**config.mk**
```make
export PLATFORM = sky130hd
export DESIGN_NAME = seg7_mux_driver
export DESIGN_NICKNAME = d
export VERILOG_FILES = /design/src/rtl/seg7_mux_driver.sv
export SDC_FILE = /design/constraint.sdc
export NUM_CORES = 1
export LEC_CHECK = 0
export BUFFER_PORTS_ARGS = -buffer_cell sky130_fd_sc_hd__buf_2
export CORE_UTILIZATION = 52
export DETAILED_ROUTE_END_ITERATION = 8
export HOLD_SLACK_MARGIN = 0.08
export PLACE_DENSITY_LB_ADDON = 0.05
export SLEW_MARGIN = 30
export SYNTH_ARGS = -nofsm -noshare
export SYNTH_HDL_FRONTEND = slang
export SYNTH_SLANG_ARGS = --single-unit
```
**constraint.sdc**
```tcl
create_clock -name i_clk -period 2.2 [get_ports i_clk]
set_input_delay 0.22 -clock i_clk [delete_from_list [all_inputs] [get_ports i_clk]]
set_output_delay 0.22 -clock i_clk [all_outputs]
set_load 0.05 [all_outputs]
```
**src/rtl/seg7_mux_driver.sv**
```systemverilog
// Time-multiplexed N-digit hex 7-segment driver: guard blanking, leading-zero blanking, tear-free double buffer.
// Latency: seg/an registered, 1 clock behind (cnt, idx, active, lz_en); no backpressure, load is a fire-and-forget strobe.
module seg7_mux_driver #(
    parameter int NUM_DIGITS     = 4,
    parameter int SCAN_DIV       = 1000,
    parameter int GUARD          = 2,
    parameter bit SEG_ACTIVE_LOW = 1'b0,
    parameter bit AN_ACTIVE_LOW  = 1'b0
) (
    input  logic                    i_clk,
    input  logic                    i_rst,
    input  logic [4*NUM_DIGITS-1:0] i_digits_in,
    input  logic [NUM_DIGITS-1:0]   i_dp_in,
    input  logic                    i_load,
    input  logic                    i_lz_en,
    input  logic                    i_enable,
    output logic [7:0]              o_seg,
    output logic [NUM_DIGITS-1:0]   o_an,
    output logic                    o_frame_done
);

    localparam int CNT_W = $clog2(SCAN_DIV);
    localparam int IDX_W = (NUM_DIGITS > 1) ? $clog2(NUM_DIGITS) : 1;
    localparam logic [CNT_W-1:0] CNT_LAST = CNT_W'(SCAN_DIV - 1);
    localparam logic [CNT_W-1:0] GUARD_C  = CNT_W'(GUARD);
    localparam logic [IDX_W-1:0] IDX_LAST = IDX_W'(NUM_DIGITS - 1);

    logic [CNT_W-1:0]        r_cnt;
    logic [IDX_W-1:0]        r_idx;
    logic [4*NUM_DIGITS-1:0] r_shadow_dig;
    logic [NUM_DIGITS-1:0]   r_shadow_dp;
    logic [4*NUM_DIGITS-1:0] r_active_dig;
    logic [NUM_DIGITS-1:0]   r_active_dp;
    logic                    r_pending;

    logic                    w_boundary;
    logic                    w_zero_run;
    logic [NUM_DIGITS-1:0]   w_sup;
    logic [3:0]              w_cur_dig;
    logic                    w_cur_dp;
    logic                    w_cur_sup;
    logic [7:0]              w_seg_nxt;
    logic [NUM_DIGITS-1:0]   w_an_nxt;

    function automatic logic [6:0] glyph(input logic [3:0] h);
        case (h)
            4'h0: glyph = 7'h3F;  4'h1: glyph = 7'h06;
            4'h2: glyph = 7'h5B;  4'h3: glyph = 7'h4F;
            4'h4: glyph = 7'h66;  4'h5: glyph = 7'h6D;
            4'h6: glyph = 7'h7D;  4'h7: glyph = 7'h07;
            4'h8: glyph = 7'h7F;  4'h9: glyph = 7'h6F;
            4'hA: glyph = 7'h77;  4'hB: glyph = 7'h7C;
            4'hC: glyph = 7'h39;  4'hD: glyph = 7'h5E;
            4'hE: glyph = 7'h79;  default: glyph = 7'h71;
        endcase
    endfunction

    assign w_boundary = i_enable && (r_cnt == CNT_LAST) && (r_idx == IDX_LAST);

    always_comb begin
        w_zero_run = i_lz_en;
        w_sup      = '0;
        w_cur_dig  = 4'h0;
        w_cur_dp   = 1'b0;
        w_cur_sup  = 1'b0;
        // Walk from the most significant digit; blanking stops at the first nonzero nibble.
        for (int i = NUM_DIGITS - 1; i >= 0; i--) begin
            if (r_active_dig[4*i +: 4] != 4'h0) w_zero_run = 1'b0;
            w_sup[i] = w_zero_run && (i != 0);
        end
        for (int i = 0; i < NUM_DIGITS; i++) begin
            if (r_idx == IDX_W'(i)) begin
                w_cur_dig = r_active_dig[4*i +: 4];
                w_cur_dp  = r_active_dp[i];
                w_cur_sup = w_sup[i];
            end
        end
        w_seg_nxt = 8'h00;
        w_an_nxt  = '0;
        if (i_enable && (r_cnt >= GUARD_C)) begin
            w_an_nxt  = NUM_DIGITS'(1) << r_idx;
            w_seg_nxt = {w_cur_dp, w_cur_sup ? 7'h00 : glyph(w_cur_dig)};
        end
    end

    always_ff @(posedge i_clk) begin
        if (i_rst) begin
            r_cnt        <= '0;
            r_idx        <= '0;
            r_shadow_dig <= '0;
            r_shadow_dp  <= '0;
            r_active_dig <= '0;
            r_active_dp  <= '0;
            r_pending    <= 1'b0;
            o_frame_done <= 1'b0;
            o_seg        <= {8{SEG_ACTIVE_LOW}};
            o_an         <= {NUM_DIGITS{AN_ACTIVE_LOW}};
        end else begin
            o_seg        <= w_seg_nxt ^ {8{SEG_ACTIVE_LOW}};
            o_an         <= w_an_nxt ^ {NUM_DIGITS{AN_ACTIVE_LOW}};
            o_frame_done <= w_boundary && (r_pending || i_load);

            if (!i_enable) begin
                r_cnt <= '0;
                r_idx <= '0;
            end else if (r_cnt == CNT_LAST) begin
                r_cnt <= '0;
                r_idx <= (r_idx == IDX_LAST) ? '0 : r_idx + 1'b1;
            end else begin
                r_cnt <= r_cnt + 1'b1;
            end

            if (i_load) begin
                r_shadow_dig <= i_digits_in;
                r_shadow_dp  <= i_dp_in;
            end
            // A load landing on the boundary skips the shadow and takes effect this frame.
            if (w_boundary && i_load) begin
                r_active_dig <= i_digits_in;
                r_active_dp  <= i_dp_in;
                r_pending    <= 1'b0;
            end else if (w_boundary && r_pending) begin
                r_active_dig <= r_shadow_dig;
                r_active_dp  <= r_shadow_dp;
                r_pending    <= 1'b0;
            end else if (i_load) begin
                r_pending    <= 1'b1;
            end
        end
    end

endmodule
```
==> impl_metrics.py, run 1 <==
metrics = {
    "status": {
        "outcome": "finished clean",
    },
    "die": {
        "fp.dieW_um": 78.2,
        "fp-row-count": 27,
        "core-area_sq_um": 5540,
        "die_height_um": 78.2,
        "start_util_pct": 54.4,
        "die-area_sq_um": 6110,
        "ios": 38,
    },
    "critical_path": {
        "path_max_fanout": 7,
        "worst-path-stages": 10,
        "worstSetupPathType": "reg -> reg",
        "end_kind": "register",
        "path_buf_inv": 2,
        "cp_top_family": "adder cells",
        "endpoint": "o_seg[0]$_SDFF_PP0_",
        "r2r_slack_ns": 0.15,
        "cp.required_ns": 2.50,
        "r2r_start": "r_idx[0]$_SDFFE_PP0N_",
        "cp_cell_sequence": "inv_2 > ha_2 > a21oi_1 > a21oi_1 > a21o_1 > inv_1 > ha_1 > or3_1 > o221a_2 > nor2_1",
        "cp.arrival_ns": 2.35,
        "slowest_stage": "dfxtp_4",
        "rr_worst_depth": 10,
        "slowest_delay_ns": 0.38,
        "path_common_cell": "a21oi_1",
        "cp-start-kind": "register",
        "cp-startpoint": "r_idx[0]$_SDFFE_PP0N_",
        "regToRegEndpoint": "o_seg[0]$_SDFF_PP0_",
    },
    "sta": {
        "skew_ns": 0.00662,
        "whs_ns": 0.109,
        "period_needed_ns": 2.05,
        "max_slew_margin_pct": 65.7,
        "hold_viol_final": 0,
        "report.final.slew_viol_count": 0,
        "grt_setup_unrepaired": "no",
        "finalSetupViolCount": 0,
        "finalCritPeriodShare_pct": 93.4,
        "max_freq_ghz": 0.487,
        "setup-tns-final_ns": 0,
        "worst_pin_slew_ns": 0.514,
    },
    "cells_and_area": {
        "final_cell_mix": "nor2_1, dfxtp_1, buf_2",
        "syn_to_final_growth_pct": 20.3,
        "layout-drive-gt1-share_pct": 22.3,
        "final_common_cell": "nor2_1",
        "design_area_sq_um": 3630,
        "fin_nets": 424,
        "n_antenna_cell": 0,
    },
    "routing": {
        "wl_met1_um": 3020,
        "wl_per_cell_um": 13.2,
        "first_pass_iters": 4,
        "routed.top_layer": "met4",
        "viasPerCell": 5.33,
        "num_vias": 2469,
        "wl_um": 6110,
        "drcViolationCount": 0,
        "wl_met3_um": 269,
        "met2_wirelength_um": 2700,
        "postRouteAntennaNets": 0,
        "drt-initial-drc-count": 93,
    },
    "clocking": {
        "clk_latency_ns": 0.36,
        "path_clk_slew_ns": 0.07,
        "cts-root-buf": "clkbuf_8",
        "cts_hold_buf": 0,
        "cts_tree": "built",
        "cts_max_level": 3,
        "cts_buffers": 9,
        "clockBufferDepth": 2,
        "clock_sink_count": 66,
    },
    "global_routing": {
        "grt_pass1_wl_um": 10300,
        "grt_max_degree": 43,
        "grt_util_all_layers_pct": 21.9,
        "grt_antenna_before_repair": 0,
        "overflow": 0,
        "grt_pass1_vias": 2182,
    },
    "synth": {
        "ys_ff_latch": 66,
        "synth_cell_types": 38,
        "netlist_area_sq_um": 3020,
        "synth_warnings": 0,
        "synth_cells": 340,
        "ys_seq_area_share_pct": 43.8,
        "syn-num-nets": 378,
        "synth.avg_cell_area_sq_um": 8.87,
    },
    "place": {
        "place_area_sq_um": 3340,
        "io_buffers": 37,
        "place.gp.congestion": 0.848,
        "dp_hpwl_um": 4200,
    },
    "power": {
        "p_total_mw": 2.64,
        "ir_drop_mv": 0.530,
        "p_leak_nw": 1.52,
        "p_per_area_nw_per_um2": 727,
    },
    "run": {
        "drv_cap": 0,
    },
    "min_path": {
        "holdPathStages": 3,
        "holdCritPathClass": "in -> reg",
    },
}
[power breakdown]
| group | switching [mW] | internal [mW] | leakage [nW] |
|---|---|---|---|
| sequential | 0.0165 | 1.22 | 0.538 |
| combinational | 0.0881 | 0.0646 | 0.861 |
| clock | 0.496 | 0.752 | 0.120 |
| total | 0.600 | 2.04 | 1.52 |
[Yosys cell counts (all sizes together)]
cell | n | area share [%]
nor3 | 11 | 1.8
buf | 8 | 2.0
clkbuf | 12 | 1.5
nor2b | 18 | 3.7
nor2 | 76 | 10
inv | 7 | 0.87
nand2 | 10 | 1.2
or3 | 2 | 0.41
o21ai | 1 | 0.17
ha | 13 | 5.4
dfxtp | 66 | 44
nand3b | 4 | 1.0
a21o | 1 | 0.25
nor4 | 5 | 1.0
or4 | 1 | 0.25
o211ai | 1 | 0.25
a311o | 2 | 0.66
nor3b | 3 | 0.75
and3 | 5 | 1.0
xnor2 | 7 | 2.0
mux2i | 24 | 8.0
xor2 | 2 | 0.58
nand4 | 1 | 0.21
a211oi | 11 | 2.7
nand2b | 2 | 0.41
a311oi | 5 | 1.9
o221a | 1 | 0.37
or2 | 2 | 0.42
nand3 | 3 | 0.50
a21oi | 21 | 3.5
o22ai | 14 | 2.9
a31o | 1 | 0.29
[through the flow]
step                      setup slack, ns  utilization (%)  cells
after floorplan                  -0.00521                -    340
after CTS                          0.0204             64.7    463
final                               0.146             65.5    463
after detailed placement          0.00502             60.3    447
after global placement             0.0472             60.3    447
after global routing              0.00530             65.5    463
[logic make-up after synthesis]
family | count (synthesis) | synth area share, %
flops | 66 | 43.8
buf+inv | 27 | 4.40
mux | 24 | 7.97
xor+xnor | 9 | 2.61
compound gates | 58 | 13.0
fa+ha+maj | 13 | 5.39
simple gates | 143 | 22.8
[worst reg2reg max path: cells and delay by family (launching register included)]
family                   cells  cell delay [ns]
flip-flops                   1             0.38
AO/OA/AOI/OAI                4             0.49
adder cells (fa/ha/maj)      2             0.50
AND/OR/NAND/NOR              2             0.44
buffers and inverters        2             0.20
[metal layers]
metal	global-route usage (%)	up-vias
met4	11.1	0
met5	0	-
li1	-	1286
met2	33.5	46
met3	5.70	10
met1	28.5	1127
[repair_timing]
| item | in CTS | in global routing |
|---|---|---|
| resized for setup | 2 | 11 |
| endpoints found under the hold margin | 0 | 0 |
| pin swaps | 0 | 3 |
| endpoints found under the setup margin | 13 | 22 |
| setup buffers | 0 | 0 |
[registers in the layout (all words and copies together), names as in the netlist]
| name | count |
|---|---|
| r_idx | 2 |
| r_active_dp | 4 |
| o_seg | 8 |
| r_shadow_dig | 16 |
| r_pending | 1 |
| r_shadow_dp | 4 |
| o_frame_done | 1 |
| o_an | 4 |
| r_active_dig | 16 |
| r_cnt | 10 |
[layout make-up]
type / instances / area [sq um]
Inverter: 7 / 26.3
Sequential cell: 66 / 1330
Clock inverter: 7 / 116
Timing Repair Buffer: 55 / 333
Multi-Input combinational cell: 247 / 1610
Clock buffer: 9 / 124
Tap cell: 72 / 90.1
Fill cell: 481 / 1910
[worst min path at each step]
stage | to | slack [ns] | startpoint
after global placement | r_shadow_dig[6]$_SDFFE_PP0P_ | 0.47 | i_digits_in[6]
after detailed placement | r_shadow_dig[7]$_SDFFE_PP0P_ | 0.48 | i_digits_in[7]
after CTS | r_shadow_dig[2]$_SDFFE_PP0P_ | 0.11 | i_digits_in[2]
after floorplan | r_shadow_dig[2]$_SDFFE_PP0P_ | 0.37 | i_digits_in[2]
final | r_shadow_dig[11]$_SDFFE_PP0P_ | 0.11 | i_digits_in[11]
after global routing | r_shadow_dig[5]$_SDFFE_PP0P_ | 0.13 | i_digits_in[5]
Power figures use the tool's default switching activity.
==> run 2, diff against run 1 <==
Settings changed: MAX_ROUTING_LAYER set to met4.
==> run 2 against run 1 <==
  * Clock skew is 0.0073 ns higher
  * Critical path depth shrank 1
  * Maximum frequency shrank 0.28%
  * Sequential power is essentially flat
  * Routed wire length shrank 3.8%
  * Non-clock buffer count increased by 3
  * Setup slack got worse by 0.0058 ns
  * Global-route usage rose by 0.23 points
  * Cell area is 1.5% lower
  * Core utilization shrank 0.97 points
  * Sequential share of layout area rose by 0.41 points
  * Critical path type unchanged
  * Critical endpoint unchanged
==> impl_metrics.py, run 2 (synthesis gave the netlist of run 1 again) <==
metrics = {
    "status": {
        "outcome": "finished clean",
    },
    "critical_path": {
        "regToRegEndpoint": "o_seg[0]$_SDFF_PP0_",
        "slowest_delay_ns": 0.38,
        "cp.required_ns": 2.48,
        "worstSetupPathType": "reg -> reg",
        "cp.arrival_ns": 2.34,
        "path_common_cell": "a211oi_2",
        "cp_top_family": "adder cells",
        "end_kind": "register",
        "cp-start-kind": "register",
        "cp_cell_sequence": "inv_1 > ha_2 > a211oi_2 > a211oi_2 > buf_4 > ha_1 > or3_1 > o221a_2 > nor2_1",
        "slowest_stage": "dfxtp_2",
        "r2r_slack_ns": 0.14,
        "rr_worst_depth": 9,
        "path_max_fanout": 6,
        "r2r_start": "r_idx[0]$_SDFFE_PP0N_",
        "path_buf_inv": 2,
    },
    "sta": {
        "setup-tns-final_ns": 0,
        "skew_ns": 0.0139,
        "max_freq_ghz": 0.485,
        "hold_viol_final": 0,
        "finalSetupViolCount": 0,
        "max_slew_margin_pct": 67.9,
        "grt_setup_unrepaired": "yes",
        "report.final.slew_viol_count": 0,
        "worst_pin_slew_ns": 0.481,
        "finalCritPeriodShare_pct": 93.6,
        "setup_slack_ns": 0.140,
        "period_needed_ns": 2.06,
        "whs_ns": 0.125,
    },
    "routing": {
        "first_pass_iters": 4,
        "num_vias": 2411,
        "wl_per_cell_um": 12.6,
        "postRouteAntennaNets": 0,
        "viasPerCell": 5.17,
        "drcViolationCount": 0,
        "wl_um": 5880,
        "drt-initial-drc-count": 55,
    },
    "cells_and_area": {
        "layout-drive-gt1-share_pct": 23.4,
        "final_cell_mix": "nor2_1, dfxtp_1, buf_2",
        "fin_cells": 466,
        "multi_input_area_sq_um": 1600,
        "n_antenna_cell": 0,
        "syn_to_final_growth_pct": 18.5,
        "fin_nets": 427,
        "final_common_cell": "nor2_1",
        "largest_registers": "r_active_dig: 16 flops, r_shadow_dig: 16 flops, r_cnt: 10 flops",
        "seq_area_sq_um": 1320,
        "fillers": 489,
    },
    "min_path": {
        "holdCritPathClass": "in -> reg",
        "min_from": "i_digits_in[11]",
        "hold_path_end": "r_shadow_dig[11]$_SDFFE_PP0P_",
        "holdPathStages": 3,
    },
    "global_routing": {
        "grt_pass1_vias": 2227,
        "overflow": 0,
        "grt_antenna_before_repair": 0,
        "grt_max_degree": 43,
        "grt_pass1_wl_um": 10200,
        "grt_util_all_layers_pct": 22.2,
    },
    "clocking": {
        "cts-root-buf": "clkbuf_8",
        "cts_buffers": 9,
        "clockBufferDepth": 2,
        "post_cts_buffers": 0,
        "path_clk_slew_ns": 0.07,
        "cts_tree": "built",
        "cts_max_level": 3,
        "clock_sink_count": 66,
        "clk_latency_ns": 0.34,
    },
    "place": {
        "io_buffers": 37,
        "dp_cells": 450,
        "dp_hpwl_um": 4210,
        "place.gp.congestion": 0.922,
        "post-place-ws_ns": -0.0531,
    },
    "power": {
        "ir_drop_mv": 0.448,
        "p_per_area_nw_per_um2": 646,
        "p_leak_nw": 1.51,
    },
    "die": {
        "fp-row-count": 27,
        "start_util_pct": 54.4,
        "fp.dieW_um": 78.2,
        "core-area_sq_um": 5540,
        "die_height_um": 78.2,
        "die-area_sq_um": 6110,
        "ios": 38,
    },
    "run": {
        "drv_cap": 0,
    },
}
run 2: cell count changes in the layout (fill, tap and decap cells not counted), moves of 2 or more:
cell / delta
dfxtp_2: +2
dfxtp_4: -2
ha_4: -3
nor3b_2: +2
buf_4: +3
bufinv_16: -3
clkbuf_8: +2
ha_2: +4
nor3b_1: -2
run 2: worst max-delay path by stage:
stage	start	endpoint	slack, ns	depth (start not counted)
6_report	r_idx[0]$_SDFFE_PP0N_	o_seg[0]$_SDFF_PP0_	0.14	9
4_1_cts	r_idx[1]$_SDFFE_PP0N_	o_seg[1]$_SDFF_PP0_	0.01	9
3_3_place_gp	r_idx[0]$_SDFFE_PP0N_	o_seg[0]$_SDFF_PP0_	0.04	8
2_1_floorplan	r_idx[1]$_SDFFE_PP0N_	o_seg[1]$_SDFF_PP0_	-0.005	10
3_5_place_dp	r_idx[0]$_SDFFE_PP0N_	o_seg[0]$_SDFF_PP0_	-0.05	9
5_1_grt	r_idx[0]$_SDFFE_PP0N_	o_seg[1]$_SDFF_PP0_	-0.01	11
run 2: layout make-up:
class	instances	area share, %
multi-input cells	247	44.7
flip-flops and latches	66	37.0
repair buffers	58	9.94
clock buffers	12	4.34
well taps	72	2.52
clock inverters	4	0.735
inverters	7	0.735
run 2: timing repair:
| action | in CTS | in global routing |
|---|---|---|
| hold buffers | 0 | 0 |
| setup endpoints to repair | 2 | 8 |
| pin swaps | 0 | 2 |
| resized for setup | 3 | 8 |
run 2: metal layers:
metal / GRT usage, % / up-vias / routed length, um / share of wire, %
met5: - / - / 0 / 0
met4: 9.44 / 0 / 55 / 0.94
met3: 5.93 / 5 / 236 / 4.0
met2: 32.7 / 48 / 2560 / 43
met1: 28.5 / 1080 / 3030 / 52
li1: - / 1278 / - / -
run 2: report_power, final:
part           switching (mW)  leakage [nW]  internal, mW
Combinational          0.0854         0.879        0.0646
Clock                   0.454        0.0924         0.469
Sequential             0.0154         0.537          1.22
Total                   0.554          1.51          1.76
run 2: through the flow:
stage	util [%]	power [mW]	area, sq um
after floorplan	-	1.37	3020
after CTS	64.1	2.35	3550
after global placement	60.7	1.41	3360
after detailed placement	60.7	1.42	3360
final	64.5	2.31	3570
after global routing	64.5	2.42	3570
run 2: worst register-to-register path, stage by stage, from the launching register on:
cell and delay, ns:
dfxtp_2 0.38, inv_1 0.09, ha_2 0.24, a211oi_2 0.22, a211oi_2 0.11, buf_4 0.16
ha_1 0.24, or3_1 0.37, o221a_2 0.12, nor2_1 0.07
